`config.mk`:
```
export PLATFORM = sky130hd
export DESIGN_NAME = regfile_port_ctrl
export DESIGN_NICKNAME = d
export VERILOG_FILES = /design/src/rtl/regfile_port_ctrl.sv
export SDC_FILE = /design/constraint.sdc
export NUM_CORES = 1
export LEC_CHECK = 0
export ABC_AREA = 0
export BUFFER_PORTS_ARGS = -buffer_cell sky130_fd_sc_hd__buf_2
export CAP_MARGIN = 20
export CORE_UTILIZATION = 57
export DETAILED_ROUTE_END_ITERATION = 6
export PLACE_DENSITY = 0.91
export SLEW_MARGIN = 20
export SYNTH_ARGS = -nofsm -noshare
export SYNTH_HDL_FRONTEND = slang
export SYNTH_SLANG_ARGS = --single-unit
```
`constraint.sdc`:
```
create_clock -name clk -period 3.5 [get_ports clk]
set_input_delay 0.525 -clock clk [delete_from_list [all_inputs] [get_ports clk]]
set_output_delay 0.525 -clock clk [all_outputs]
set_load 0.05 [all_outputs]
```
`src/rtl/regfile_port_ctrl.sv`:
```
// regfile_port_ctrl: single write port of the 32-entry integer register file shared by
//   NUM_REQ writeback sources, plus pending-write scoreboard and dump sequencer.
// Latency: a granted writeback appears on write_reg/write_data one cycle after the handshake.
// Backpressure: wb_ready is a one-hot round-robin grant, forced low outside IDLE (dump drain).
// Ports:
//   clk, reset            clock, synchronous active-high reset
//   wb_valid/rd/data      per-requester writeback request; wb_ready one-hot grant
//   issue_valid/issue_rd  destination allocation; issue_stall refuses it
//   rs1/rs2 -> *_busy     source hazard lookup (no bypass)
//   dump_req/dump_ack     level request / completion pulse for a register dump
//   write_reg/write_data/dump  register file write port and dump strobe
module regfile_port_ctrl #(
  parameter int DATA_WIDTH          = 64,
  parameter int REGISTER_AMOUNT_LOG = 5,
  parameter int NUM_REQ             = 3
) (
  input  logic                                   clk,
  input  logic                                   reset,
  input  logic [NUM_REQ-1:0]                     wb_valid,
  input  logic [NUM_REQ*REGISTER_AMOUNT_LOG-1:0] wb_rd,
  input  logic [NUM_REQ*DATA_WIDTH-1:0]          wb_data,
  output logic [NUM_REQ-1:0]                     wb_ready,
  input  logic                                   issue_valid,
  input  logic [REGISTER_AMOUNT_LOG-1:0]         issue_rd,
  output logic                                   issue_stall,
  input  logic [REGISTER_AMOUNT_LOG-1:0]         rs1,
  input  logic [REGISTER_AMOUNT_LOG-1:0]         rs2,
  output logic                                   rs1_busy,
  output logic                                   rs2_busy,
  input  logic                                   dump_req,
  output logic                                   dump_ack,
  output logic [REGISTER_AMOUNT_LOG-1:0]         write_reg,
  output logic [DATA_WIDTH-1:0]                  write_data,
  output logic                                   dump
);

  localparam int NREG  = 1 << REGISTER_AMOUNT_LOG;
  localparam int PTR_W = $clog2(NUM_REQ);

  typedef enum logic [1:0] {IDLE, DRAIN, DUMP, DONE} state_t;

  state_t                         state_q;
  logic [PTR_W-1:0]               rr_ptr_q, rr_ptr_d;
  logic [NREG-1:0]                busy_q, busy_d;
  logic                           wr_pend_q;
  logic [REGISTER_AMOUNT_LOG-1:0] write_reg_q;
  logic [DATA_WIDTH-1:0]          write_data_q;
  logic                           dump_q;
  logic                           dump_ack_q;

  // Per-requester views of the flattened request buses.
  logic [REGISTER_AMOUNT_LOG-1:0] req_rd   [NUM_REQ];
  logic [DATA_WIDTH-1:0]          req_data [NUM_REQ];

  for (genvar i = 0; i < NUM_REQ; i++) begin : g_unpack
    assign req_rd[i]   = wb_rd[i*REGISTER_AMOUNT_LOG +: REGISTER_AMOUNT_LOG];
    assign req_data[i] = wb_data[i*DATA_WIDTH +: DATA_WIDTH];
  end

  // Round-robin arbiter: scan from rr_ptr upward with wrap, take the first valid.
  logic [NUM_REQ-1:0]             grant;
  logic                           xfer;
  logic [REGISTER_AMOUNT_LOG-1:0] grant_rd;
  logic [DATA_WIDTH-1:0]          grant_data;
  logic [PTR_W-1:0]               cand;
  int                             cand_i;

  always_comb begin
    grant      = '0;
    xfer       = 1'b0;
    grant_rd   = '0;
    grant_data = '0;
    rr_ptr_d   = rr_ptr_q;
    cand       = '0;
    cand_i     = 0;
    if (state_q == IDLE) begin
      for (int k = 0; k < NUM_REQ; k++) begin
        // rr_ptr_q < NUM_REQ, so one subtraction is enough to wrap.
        cand_i = int'(rr_ptr_q) + k;
        if (cand_i >= NUM_REQ) cand_i = cand_i - NUM_REQ;
        cand = cand_i[PTR_W-1:0];
        if (!xfer && wb_valid[cand]) begin
          xfer        = 1'b1;
          grant[cand] = 1'b1;
          grant_rd    = req_rd[cand];
          grant_data  = req_data[cand];
          rr_ptr_d    = (cand_i + 1 >= NUM_REQ) ? '0 : PTR_W'(cand_i + 1);
        end
      end
    end
  end

  assign wb_ready = grant;

  // Scoreboard: stall also covers the whole dump sequence so nothing new is allocated.
  assign issue_stall = issue_valid && (busy_q[issue_rd] || state_q != IDLE);
  assign rs1_busy    = busy_q[rs1];
  assign rs2_busy    = busy_q[rs2];

  always_comb begin
    busy_d = busy_q;
    // The write stage retires at the edge the register file captures it.
    if (wr_pend_q && write_reg_q != '0) busy_d[write_reg_q] = 1'b0;
    // Applied after the clear so a same-index allocation wins.
    if (issue_valid && !issue_stall) busy_d[issue_rd] = 1'b1;
    busy_d[0] = 1'b0;
  end

  always_ff @(posedge clk) begin
    if (reset) begin
      state_q      <= IDLE;
      rr_ptr_q     <= '0;
      busy_q       <= '0;
      wr_pend_q    <= 1'b0;
      write_reg_q  <= '0;
      write_data_q <= '0;
      dump_q       <= 1'b0;
      dump_ack_q   <= 1'b0;
    end else begin
      rr_ptr_q     <= rr_ptr_d;
      busy_q       <= busy_d;
      wr_pend_q    <= xfer;
      // An idle write port presents x0/0, which the register file discards.
      write_reg_q  <= xfer ? grant_rd : '0;
      write_data_q <= xfer ? grant_data : '0;
      dump_q       <= 1'b0;
      dump_ack_q   <= 1'b0;
      case (state_q)
        IDLE: begin
          if (dump_req) state_q <= DRAIN;
        end
        DRAIN: begin
          // Leave only once the last granted write has been presented.
          if (!wr_pend_q) begin
            state_q <= DUMP;
            dump_q  <= 1'b1;
          end
        end
        DUMP: begin
          state_q    <= DONE;
          dump_ack_q <= 1'b1;
        end
        DONE: begin
          state_q <= IDLE;
        end
        default: begin
          state_q <= IDLE;
        end
      endcase
    end
  end

  assign write_reg  = write_reg_q;
  assign write_data = write_data_q;
  assign dump       = dump_q;
  assign dump_ack   = dump_ack_q;

endmodule

```
==> metrics.log <==
INFO  metric run_status = completed
INFO  metric synth.ff_latch_count = 107
INFO  metric place_inst = 1594
INFO  metric cts_sinks = 107
INFO  metric hold_class = in -> reg
INFO  metric rows = 46
INFO  metric fin_setup_tns = 0 ns
INFO  metric warnings_from_yosys = 0
INFO  metric synthToLayoutAreaGrowth = 20.1%
INFO  metric worst_setup_path_category = reg -> out
INFO  metric clock_tree.buffer_depth = 2
INFO  metric power-per-cell-area = 880 mW/mm^2
INFO  metric cts.clk_slew.worst_paths = 0.08 ns
INFO  metric largest_register_ffs = 64
INFO  metric fp.dieW = 132 um
INFO  metric worst_setup_path_end_kind = output pin
INFO  metric synthCells = 1174
INFO  metric h_tree_levels = 3
INFO  metric vias = 11100
INFO  metric core = 0.0161 mm^2
INFO  metric avgSynthCellArea = 8.14 um^2
INFO  metric syn-cell-area = 0.00956 mm^2
INFO  metric slowest_delay = 0.44 ns
INFO  metric syn-num-nets = 1410
INFO  metric async_reset_ff_share = 0%
INFO  metric tightest_slew = 0.919 ns
INFO  metric postRouteAntennaNets = 0
INFO  metric finalSetupViolations = 0
INFO  metric critPathLaunchType = register
INFO  metric globalRoute.totalOverflow = 0
INFO  metric maxCapViolations = 0
INFO  metric stdcell_count = 1612
INFO  metric overall_die_height = 132 um
INFO  metric vias_per_cell = 6.90
INFO  metric grt_first_pass_wirelength = 54400 um
INFO  metric synth-edff-count = 0
INFO  metric detail_route.first_pass.iterations = 6
INFO  metric total_global_routing_track_utilization = 38.2%
INFO  metric finalHoldViolCount = 0
INFO  metric clock-root-buffer = clkbuf_16
INFO  metric post-route-min-period = 3.32 ns
INFO  metric wirelength = 34100 um
INFO  metric ys_seq_area_share = 22.4%
INFO  metric timing.critical_path.arrival = 2.80 ns
INFO  metric fraction_of_final_layout_cells_sized_beyond_drive_strength_1 = 32.7%
INFO  metric area_of_the_die = 0.0173 mm^2
INFO  metric worst_path_dominant_cell_family = buffers and inverters
INFO  metric peakVddDrop = 0.000898 V
INFO  metric floorplan.io_pins = 306
INFO  metric fmax = 301 MHz
INFO  metric grt_pass1_vias = 10800
INFO  metric ys_types = 54
INFO  metric crit_slowest_cell = buf_16
INFO  metric power_leakage = 0.00484 uW
INFO  metric cts_hold_buffers = 0
INFO  metric clkLatencyLatePin = 0.36 ns
INFO  metric antenna_found_initial = 2
INFO  metric initial_core_util = 59.3%
INFO  metric rsz_0062_raised_after_global_routing = no
INFO  metric cts_made_buffers = 9
INFO  metric gpl.final_weighted_congestion = 1.05
INFO  metric drc = 0
INFO  metric post_detailed_placement_half_perimeter_wirelength = 22600 um
INFO  metric timing.final.crit_share = 95.0%
INFO  metric wl_per_cell = 21.2 um
INFO  metric detailedRoute.firstIterationViolations = 1266
INFO  metric cp.buffers_inverters = 3
INFO  metric net_count_reported_at_finish = 1625
INFO  metric synth_ff_type = dfxtp_1
INFO  metric grt_start_max_net_pins = 139
INFO  metric worst-endpoint-required = 2.97 ns
INFO  metric maxSlewViolCount = 0
INFO  metric portBuffers = 305
INFO  metric timing.critical_path.fanout_max = 125
INFO  metric slew_headroom = 38.7%
INFO  metric clock_tree_from_tritoncts = done
INFO  metric final.setup_skew = 0.0103 ns
INFO  metric cell_by_cell_listing_of_the_critical_path = inv_1, ha_4, buf_16, nor2b_4, o2bb2ai_4, a21o_1, o221a_2, buf_2
## cell usage in the layout (no fill, tap or decap), types with 5 or more instances in the layout
cell,n
buf_4,16
nor3b_1,5
inv_1,9
mux4_2,20
clkbuf_16,9
nand2_1,171
nor3_1,71
ha_1,5
buf_2,305
mux2i_1,148
a221oi_1,140
o21ai_0,192
nor2b_1,23
nand3b_1,19
nand3_1,6
mux2_2,76
dfxtp_1,107
nor2_1,10
## synthesized netlist by cell type, types with 2 or more instances
| library cell | n | share of area [%] |
|---|---|---|
| o21ai_0 | 192 | 10 |
| nand2_1 | 171 | 6.7 |
| mux2i_1 | 148 | 15 |
| a221oi_1 | 140 | 13 |
| dfxtp_1 | 107 | 22 |
| clkbuf_1 | 84 | 3.3 |
| mux2_2 | 76 | 9.0 |
| nor3_1 | 71 | 3.7 |
| buf_2 | 33 | 1.7 |
| nor2b_1 | 25 | 1.6 |
| mux4_2 | 20 | 4.7 |
| nand3b_1 | 19 | 1.5 |
| nor2_1 | 11 | 0.43 |
| inv_1 | 9 | 0.35 |
| ha_1 | 7 | 0.92 |
| nand3_1 | 6 | 0.31 |
| nor3b_1 | 5 | 0.39 |
| a21oi_1 | 3 | 0.16 |
| a211oi_1 | 2 | 0.16 |
| a31oi_1 | 2 | 0.13 |
| and2_1 | 2 | 0.13 |
| and3_1 | 2 | 0.13 |
| and3b_1 | 2 | 0.18 |
| buf_4 | 2 | 0.16 |
| mux4_1 | 2 | 0.55 |
| nand4_1 | 2 | 0.13 |
| o21a_1 | 2 | 0.16 |
| o31ai_1 | 2 | 0.16 |
| or2_2 | 2 | 0.13 |
## tightest hold or removal path: stages
cell and delay [ns]:
buf_2 0.10, a221oi_1 0.07, nor3_1 0.15
## routing by layer
metal	vias up	share of wire (%)	GRT usage, %	wire [um]
met5	-	0	0	0
met4	0	5.1	23.8	1740
met3	157	11	8.41	3810
met2	821	47	62.3	16000
met1	5189	37	45.5	12600
li1	4953	-	-	-
## report_power, final
group	total, uW	internal (uW)	leakage, uW	switching (uW)
Clock	1170	643	0.000163	531
Sequential	1720	1540	0.000874	179
Combinational	7220	2480	0.00380	4740
## timing repair
item                                    4_1_cts  5_1_grt
resized for setup                             0        1
hold endpoints to repair                      0        0
buffers inserted                              0        0
endpoints found under the setup margin        0        1
## kinds of logic after synthesis
group / after synthesis / share of synthesized area (%)
compound gates: 355 / 24.8
fa+ha+maj: 7 / 0.916
buf+inv: 131 / 5.73
flops: 107 / 22.4
mux: 247 / 29.9
simple gates: 327 / 16.3
## through the flow
step                instance area [um^2]  worst slack, ns  total power [uW]  utilization [%]  hold WS (ns)
floorplan                           9560            0.324              7090                -         0.479
global placement                   11100            0.547              8610             69.1         0.508
detailed placement                 11100            0.509              8770             69.1         0.535
CTS                                11500            0.113              9960             71.2         0.532
global route                       11500           0.0415             10600             71.3         0.557
finish                             11500            0.175             10100             71.3         0.536
## layout make-up
cell class	count	area, um^2
Clock inverter	7	106
Fill cell	1242	4630
Sequential cell	107	2140
Clock buffer	9	225
Multi-Input combinational cell	936	6960
Inverter	10	37.5
Antenna cell	2	5.00
Timing Repair Buffer	325	1730
Tap cell	216	270
## final timing paths
check	from	endpoint	slack, ns	cells past startpoint
hold reg to reg	state_q[1]	state_q[1]	0.55	2
hold / removal	wb_data[162]	write_data[34]	0.54	3
setup / recovery	rr_ptr_q[0]	wb_ready[0]	0.18	8
setup reg to reg	rr_ptr_q[0]	write_data[4]	0.63	9
(Power assumes the default switching activity.)
